### src/rtl/proj_fm_sweep_ctrl.sv
// ---------------------------------------------------------------------------
// proj_fm_sweep_ctrl
//
// Sequencer for the Flajolet-Martin sketch buffer RAM. A job runs three
// phases over the buffer:
//   clear   - writes zero to every entry, one entry per cycle
//   collect - ORs incoming hash-derived bit vectors into entries with a
//             read-modify-write (one update every two cycles at most)
//   drain   - streams every entry out in index order over valid/ready
//
// Ports
//   in_clk, in_rst_n       clock (rising edge), async active-low reset
//   in_start               pulse, begins a job (honoured only when idle)
//   in_upd_valid/idx/bits  update request: OR bits into entry idx
//   out_upd_ready          update accepted when valid && ready
//   in_flush               pulse, ends collect and starts drain
//   ram_addr/wr_en/wr_data RAM address and write port
//   ram_rd_en/rd_data      RAM read port, data arrives the cycle after rd_en
//   out_valid/data/idx     drained entry stream (data/idx registered)
//   in_out_ready           downstream ready
//   out_busy               high whenever a job is in progress
//   out_done               one-cycle pulse at job end
// ---------------------------------------------------------------------------
module proj_fm_sweep_ctrl #(
  parameter int DEPTH  = 16,
  parameter int IDX_W  = $clog2(DEPTH),
  parameter int DATA_W = 32
) (
  input  logic              in_clk,
  input  logic              in_rst_n,
  input  logic              in_start,
  input  logic              in_upd_valid,
  input  logic [IDX_W-1:0]  in_upd_idx,
  input  logic [DATA_W-1:0] in_upd_bits,
  output logic              out_upd_ready,
  input  logic              in_flush,
  output logic [IDX_W-1:0]  ram_addr,
  output logic              ram_wr_en,
  output logic [DATA_W-1:0] ram_wr_data,
  output logic              ram_rd_en,
  input  logic [DATA_W-1:0] ram_rd_data,
  output logic              out_valid,
  output logic [DATA_W-1:0] out_data,
  output logic [IDX_W-1:0]  out_idx,
  input  logic              in_out_ready,
  output logic              out_busy,
  output logic              out_done
);

  typedef enum logic [2:0] {
    ST_IDLE,
    ST_CLEAR,
    ST_COLLECT,
    ST_UPD_WR,
    ST_DRAIN_RD,
    ST_DRAIN_CAP,
    ST_DRAIN_OUT,
    ST_DONE
  } state_e;

  localparam logic [IDX_W-1:0] LAST_IDX = IDX_W'(DEPTH - 1);
  localparam logic [IDX_W-1:0] IDX_ONE  = IDX_W'(1);

  state_e              state_q, state_d;
  logic [IDX_W-1:0]    idx_q, idx_d;            // clear / update / drain index
  logic [DATA_W-1:0]   bits_q, bits_d;          // latched update bits
  logic                flush_pending_q, flush_pending_d;
  logic [DATA_W-1:0]   out_data_q, out_data_d;
  logic [IDX_W-1:0]    out_idx_q, out_idx_d;

  // NOTE: state registers use non-blocking assignments so every flop samples
  // its pre-edge value, independent of block ordering. The RAM itself lives
  // outside this block and is deliberately left untouched by reset.
  always_ff @(posedge in_clk or negedge in_rst_n) begin
    if (!in_rst_n) begin
      state_q         <= ST_IDLE;
      idx_q           <= '0;
      bits_q          <= '0;
      flush_pending_q <= 1'b0;
      out_data_q      <= '0;
      out_idx_q       <= '0;
    end else begin
      state_q         <= state_d;
      idx_q           <= idx_d;
      bits_q          <= bits_d;
      flush_pending_q <= flush_pending_d;
      out_data_q      <= out_data_d;
      out_idx_q       <= out_idx_d;
    end
  end

  // NOTE: every signal driven here gets a default first, so no path through
  // the case statement can leave one unassigned and infer a latch.
  always_comb begin
    state_d         = state_q;
    idx_d           = idx_q;
    bits_d          = bits_q;
    flush_pending_d = flush_pending_q;
    out_data_d      = out_data_q;
    out_idx_d       = out_idx_q;
    ram_addr        = '0;
    ram_wr_en       = 1'b0;
    ram_wr_data     = '0;
    ram_rd_en       = 1'b0;
    out_upd_ready   = 1'b0;
    out_valid       = 1'b0;
    out_done        = 1'b0;

    // A flush arriving before the drain is remembered until collect can
    // service it; in idle and during drain it has no meaning.
    if (in_flush && (state_q inside {ST_CLEAR, ST_COLLECT, ST_UPD_WR})) begin
      flush_pending_d = 1'b1;
    end

    unique case (state_q)
      ST_IDLE: begin
        if (in_start) begin
          idx_d   = '0;
          state_d = ST_CLEAR;
        end
      end

      ST_CLEAR: begin
        ram_wr_en = 1'b1;
        ram_addr  = idx_q;
        idx_d     = idx_q + IDX_ONE;  // wraps to 0 after the last entry
        if (idx_q == LAST_IDX) begin
          state_d = ST_COLLECT;
        end
      end

      ST_COLLECT: begin
        out_upd_ready = 1'b1;
        // An accepted update takes priority; a pending flush waits for the
        // write-back so the drain sees the merged value.
        if (in_upd_valid) begin
          ram_rd_en = 1'b1;
          ram_addr  = in_upd_idx;
          idx_d     = in_upd_idx;
          bits_d    = in_upd_bits;
          state_d   = ST_UPD_WR;
        end else if (flush_pending_q) begin
          flush_pending_d = 1'b0;
          idx_d           = '0;
          state_d         = ST_DRAIN_RD;
        end
      end

      ST_UPD_WR: begin
        // The write lands before the next read can be issued, so repeated
        // updates to one entry always merge against the latest value.
        ram_wr_en   = 1'b1;
        ram_addr    = idx_q;
        ram_wr_data = ram_rd_data | bits_q;
        state_d     = ST_COLLECT;
      end

      ST_DRAIN_RD: begin
        ram_rd_en = 1'b1;
        ram_addr  = idx_q;
        state_d   = ST_DRAIN_CAP;
      end

      ST_DRAIN_CAP: begin
        out_data_d = ram_rd_data;
        out_idx_d  = idx_q;
        state_d    = ST_DRAIN_OUT;
      end

      ST_DRAIN_OUT: begin
        out_valid = 1'b1;
        if (in_out_ready) begin
          if (idx_q == LAST_IDX) begin
            state_d = ST_DONE;
          end else begin
            idx_d   = idx_q + IDX_ONE;
            state_d = ST_DRAIN_RD;
          end
        end
      end

      ST_DONE: begin
        out_done = 1'b1;
        state_d  = ST_IDLE;
      end

      default: begin
        state_d = ST_IDLE;
      end
    endcase
  end

  assign out_data = out_data_q;
  assign out_idx  = out_idx_q;
  assign out_busy = (state_q != ST_IDLE);

endmodule

### config.mk
export PLATFORM = sky130hd
export DESIGN_NAME = proj_fm_sweep_ctrl
export DESIGN_NICKNAME = d
export VERILOG_FILES = /design/src/rtl/proj_fm_sweep_ctrl.sv
export SDC_FILE = /design/constraint.sdc
export NUM_CORES = 1
export LEC_CHECK = 0
export BUFFER_PORTS_ARGS = -buffer_cell sky130_fd_sc_hd__buf_2
export CAP_MARGIN = 20
export CORE_ASPECT_RATIO = 1.75
export CORE_UTILIZATION = 43
export DETAILED_ROUTE_END_ITERATION = 10
export GPL_ROUTABILITY_DRIVEN = 0
export PLACE_DENSITY = 0.75
export SLEW_MARGIN = 20
export SYNTH_ARGS = -nofsm -noshare
export SYNTH_HDL_FRONTEND = slang
export SYNTH_SLANG_ARGS = --single-unit
### constraint.sdc
create_clock -name in_clk -period 3 [get_ports in_clk]
set_input_delay 0.75 -clock in_clk [delete_from_list [all_inputs] [get_ports in_clk]]
set_output_delay 0.75 -clock in_clk [all_outputs]
set_load 0.02 [all_outputs]
== Yosys cells after proc, flatten, opt, wreduce, memory -nomap -nowiden ==
Index checks and enable logic that the tools add are counted.
Word-level totals
  logic and storage cells: 57
  output and inout port bits: 78
  register bits after elaboration: 76
Operators by class
  mux-type cells: 26
  add/subtract/negate cells: 1
  reduce and logical (&&, ||, !) cells: 10
  bitwise gates (word level): 1
  equality and inequality tests: 13
Operator list (count)
  2-to-1 mux 32 bit: 1
  bitwise OR 32 bit: 1
  2-to-1 mux 4 bit: 6
  case mux 3 bit (8 select lines): 1
  case mux 4 bit (4 select lines): 1
  2-to-1 mux 3 bit: 5
  equality test 3 bit (second input constant): 4
  2-to-1 mux 1 bit: 9
  case mux 4 bit (2 select lines): 1
  equality test 3 x 2 -> 1 bit (second input constant): 2
  != test 2 bit (second input constant): 3
  nonzero test 3 bit: 2
  AND reduction 5 bit: 1
  adder 4 x 1 -> 4 bit (second input constant): 1
  equality test 4 bit (second input constant): 1
  AND reduction 4 bit: 1
  nonzero test 4 bit: 1
  equality test 3 x 1 -> 1 bit (second input constant): 1
  logical NOT 3 bit: 1
  != test 3 bit (second input constant): 1
  OR reduction 3 bit: 1
  2-to-1 mux 2 bit: 1
  != test 2 x 1 -> 1 bit (second input constant): 1
  case mux 1 bit (2 select lines): 1
  3 further kinds: 3

== Longest topological paths before layout ==
  word-level depth: 7
  gate-level depth with buffers: 6
  mapped depth without buffers: 5

== Least setup slack after synthesis ==
OpenSTA, ideal clock, no wires.
  kind: in2out
  start: in in_upd_valid
  end: out ram_addr[1]
  path slack: 0.684 ns
  arrival time: 1.566 ns
  cell stages on the path: 4
  data required time: 2.250 ns
  buffers on the path: 0
  cell sequence: nand2_1 > nor3b_1 > a21oi_1 > o21ai_0
On the way
  word-level cells in the longest chain between the ends: 2
RTL lines
  start: declaration: RTL line 32  | input logic in_upd_valid,
  2-to-1 mux 4 bit: RTL line 136  | if (in_upd_valid) begin
  case mux 4 bit (2 select lines): RTL line 115  | unique case (state_q)
  end: declaration: RTL line 37  | output logic [IDX_W-1:0] ram_addr,
Every way passes these cells.

== Final worst setup path ==
  start: reg state_q[1]
  end: out ram_addr[2]
On the way
  word-level cells in the longest chain between the ends: 3
  elaborated cells on any way between the ends: 6
RTL lines
  start: declaration: RTL line 64  | state_e state_q, state_d;
  start signal: assignment: RTL line 83  | state_q <= state_d;
  equality test 3 x 1 -> 1 bit, or another cell as far along: RTL line 115
  OR reduction 3 bit (no line)
  case mux 4 bit (2 select lines) *: RTL line 115
Mark *: on every way between the ends. The rest lies on a longest branch, timed or not.

==> impl_metrics.py <==
metrics = {
    "routing": {
        "firstDrtPassIters": 4,
        "via_per_inst": 5.06,
        "drcViolationCount": 0,
        "ant_nets": 0,
        "drt_wl_total_um": 8010,
        "via_count": 2730,
        "wire_per_inst_um": 14.8,
        "drt_iter0_drc": 96,
    },
    "final_layout": {
        "fillCellCount": 658,
        "stdcell_area_um2": 4550,
        "final_cell_mix": "150 x buf_2, 76 x dfrtp_1, 67 x nor2_1, 67 x mux2_2, 12 x a21oi_1",
        "drive_above_1_share_pct": 52.9,
        "finish.utilization_pct": 59.8,
        "mostFrequentLayoutCell": "buf_2",
        "fin_nets": 522,
        "finalNonFillerCells": 540,
        "diodes": 0,
        "synthToLayoutAreaGrowth_pct": 33.1,
    },
    "grt": {
        "grt_usage_pct": 20.2,
        "grt_max_degree": 77,
        "grt.overflow.total": 0,
        "antenna_found_initial": 0,
        "grt_pass1_wl_um": 13000,
        "grt_pass1_vias": 2734,
    },
    "worst_setup_path": {
        "crit_type": "flip-flop to primary output",
        "cp_max_fo": 17,
        "critPathCaptureType": "primary output",
        "cp_slowest_cell": "dfrtp_1",
        "cp-start-kind": "flip-flop",
        "cp_cell_sequence": "nand2b_1, o21ai_0, a22o_1, buf_2",
        "crit_path_max_incr_delay_ns": 0.53,
        "arrival_ns": 1.83,
        "reg2reg_setup_slack_ns": 1.03,
        "required_ns": 2.25,
    },
    "power_and_ir_drop": {
        "total_leakage_power_nw": 2.31,
        "peakVddDrop_uv": 632,
        "p_per_area_nw_per_um2": 1090,
        "total_power_mw": 4.97,
    },
    "floorplanning": {
        "dieArea_um2": 8330,
        "die_w_um": 69.4,
        "row_count": 42,
        "initial_core_util_pct": 44.9,
        "die_y_um": 120,
        "core_area_um2": 7620,
        "io_pins": 152,
    },
    "cts": {
        "insertion_delay_ns": 0.32,
        "cts_sinks": 76,
        "cts.hold.buffers_added": 0,
        "clock-root-buffer": "clkbuf_16",
        "post_cts_buffers": 0,
        "numCtsBuffers": 9,
        "cts_tree": "yes",
        "htreeDepth": 3,
        "clock_path_buffers": 2,
        "path_clk_slew_ns": 0.05,
        "post_cts_resized": 0,
    },
    "placement": {
        "dp.cells": 524,
        "hpwlAfterDp_um": 5940,
        "place_area_um2": 4260,
        "preCtsSetupSlack_ns": 0.610,
        "port-buffer-count": 151,
    },
    "synth": {
        "synth_top_area_share_pct": 55.6,
        "synth_area_leaders": "dfrtp_1 56%, mux2_2 22%, nor2_1 7.3%",
        "ys_seq_elements": 76,
        "syn_area_per_cell_um2": 11.6,
        "yosysWarnings": 0,
        "netlist_area_um2": 3420,
        "synth_largest_area_cell": "dfrtp_1",
        "synth_fp_nets": 370,
        "yosysSeqAreaShare_pct": 55.6,
        "yosysUniqueCellTypes": 33,
        "syn-instance-count": 295,
    },
    "sta": {
        "setup_viol": 0,
        "finalHoldViolCount": 0,
        "fin_crit_sh_pct": 86.1,
        "rsz0062_at_grt": "false",
        "fin_ws_ns": 0.416,
        "slew_headroom_pct": 38.1,
        "final.setup.tns_ns": 0,
        "worst_pin_slew_ns": 0.929,
        "slew_viol_final": 0,
        "max_freq_mhz": 387,
        "hold_slack_ns": 0.487,
        "fin_crit_ns": 2.58,
        "clock_skew_ns": 0.00447,
    },
    "job": {
        "cap_violations": 0,
    },
    "hold_path": {
        "worstHoldPathType": "flip-flop to flip-flop",
    },
    "outcome": {
        "status": "finished, final reports clean",
    },
}
worst max-delay path, delay by kind of cell (launching register included):
kind / cells / cell delay, ns
and+or+nand+nor: 1 / 0.29
buffers and inverters: 1 / 0.16
DFF: 1 / 0.53
AOI/OAI and AO/OA: 2 / 0.53
kinds of logic (layout without fill, tap and decap cells):
group	Yosys count	after routing	synth area share (%)
flip-flops	76	76	55.6
multiplexers	67	67	22.0
buffers and inverters	19	176	2.82
AND/OR/NAND/NOR	98	98	12.9
AO/OA/AOI/OAI	34	34	6.33
adder cells (fa/ha/maj)	1	1	0.366
registers in the layout (all words and copies together), names as in the netlist:
register / count
flush_pending_q: 1
out_idx: 4
state_q: 3
out_data: 32
idx_q: 4
bits_q: 32
layout make-up:
class,instances,area (µm²),area share [%]
clock buffers,15,268,5.88
clock inverters,1,30.0,0.659
inverters,3,11.3,0.247
multi-input cells,200,1430,31.4
flip-flops and latches,76,1900,41.8
well taps,88,110,2.42
repair buffers,157,803,17.6
synth_stat cells:
cell type	count
dfrtp_1	76
mux2_2	67
nor2_1	67
a21oi_1	12
nand2_1	7
o21ai_0	7
clkbuf_1	6
buf_2	5
buf_4	5
a22o_1	4
nor3b_1	4
and3_1	3
inv_1	3
nand2b_1	3
nor2b_1	3
a32o_1	2
and2_1	2
nor3_1	2
o211ai_1	2
or3_1	2
a21o_1	1
a22oi_1	1
a2bb2oi_1	1
a41oi_1	1
and4_4	1
ha_1	1
nand3b_1	1
nand4_1	1
nor3_2	1
o21a_1	1
o21ai_1	1
o22ai_1	1
or2_2	1
metal layers:
metal	vias to the layer above	wire, µm	global-route usage (%)
met3	8	350	3.95
met4	0	136	8.93
met1	1312	2890	20.9
met2	85	4640	38.2
li1	1325	-	-
met5	-	0	0
report_power, final:
part           switching (mW)  internal, mW  total [mW]
Sequential              0.302          1.53        1.83
Clock                   0.367         0.690        1.06
Combinational            1.14         0.943        2.08
path summary, 6_finish.rpt:
check | startpoint | endpoint | cells after the start
setup / recovery | state_q[1]$_DFFE_PN0P_ | ram_addr[2] | 4
setup reg to reg | state_q[1]$_DFFE_PN0P_ | bits_q[22]$_DFFE_PN0P_ | 4
max in group asynchronous | in_rst_n | idx_q[0]$_DFFE_PN0P_ | 1
min in group asynchronous | in_rst_n | out_data[29]$_DFFE_PN0P_ | 1
hold reg to reg | out_idx[2]$_DFFE_PN0P_ | out_idx[2]$_DFFE_PN0P_ | 2
hold / removal | out_idx[2]$_DFFE_PN0P_ | out_idx[2]$_DFFE_PN0P_ | 2
(Power assumes the default switching activity.)
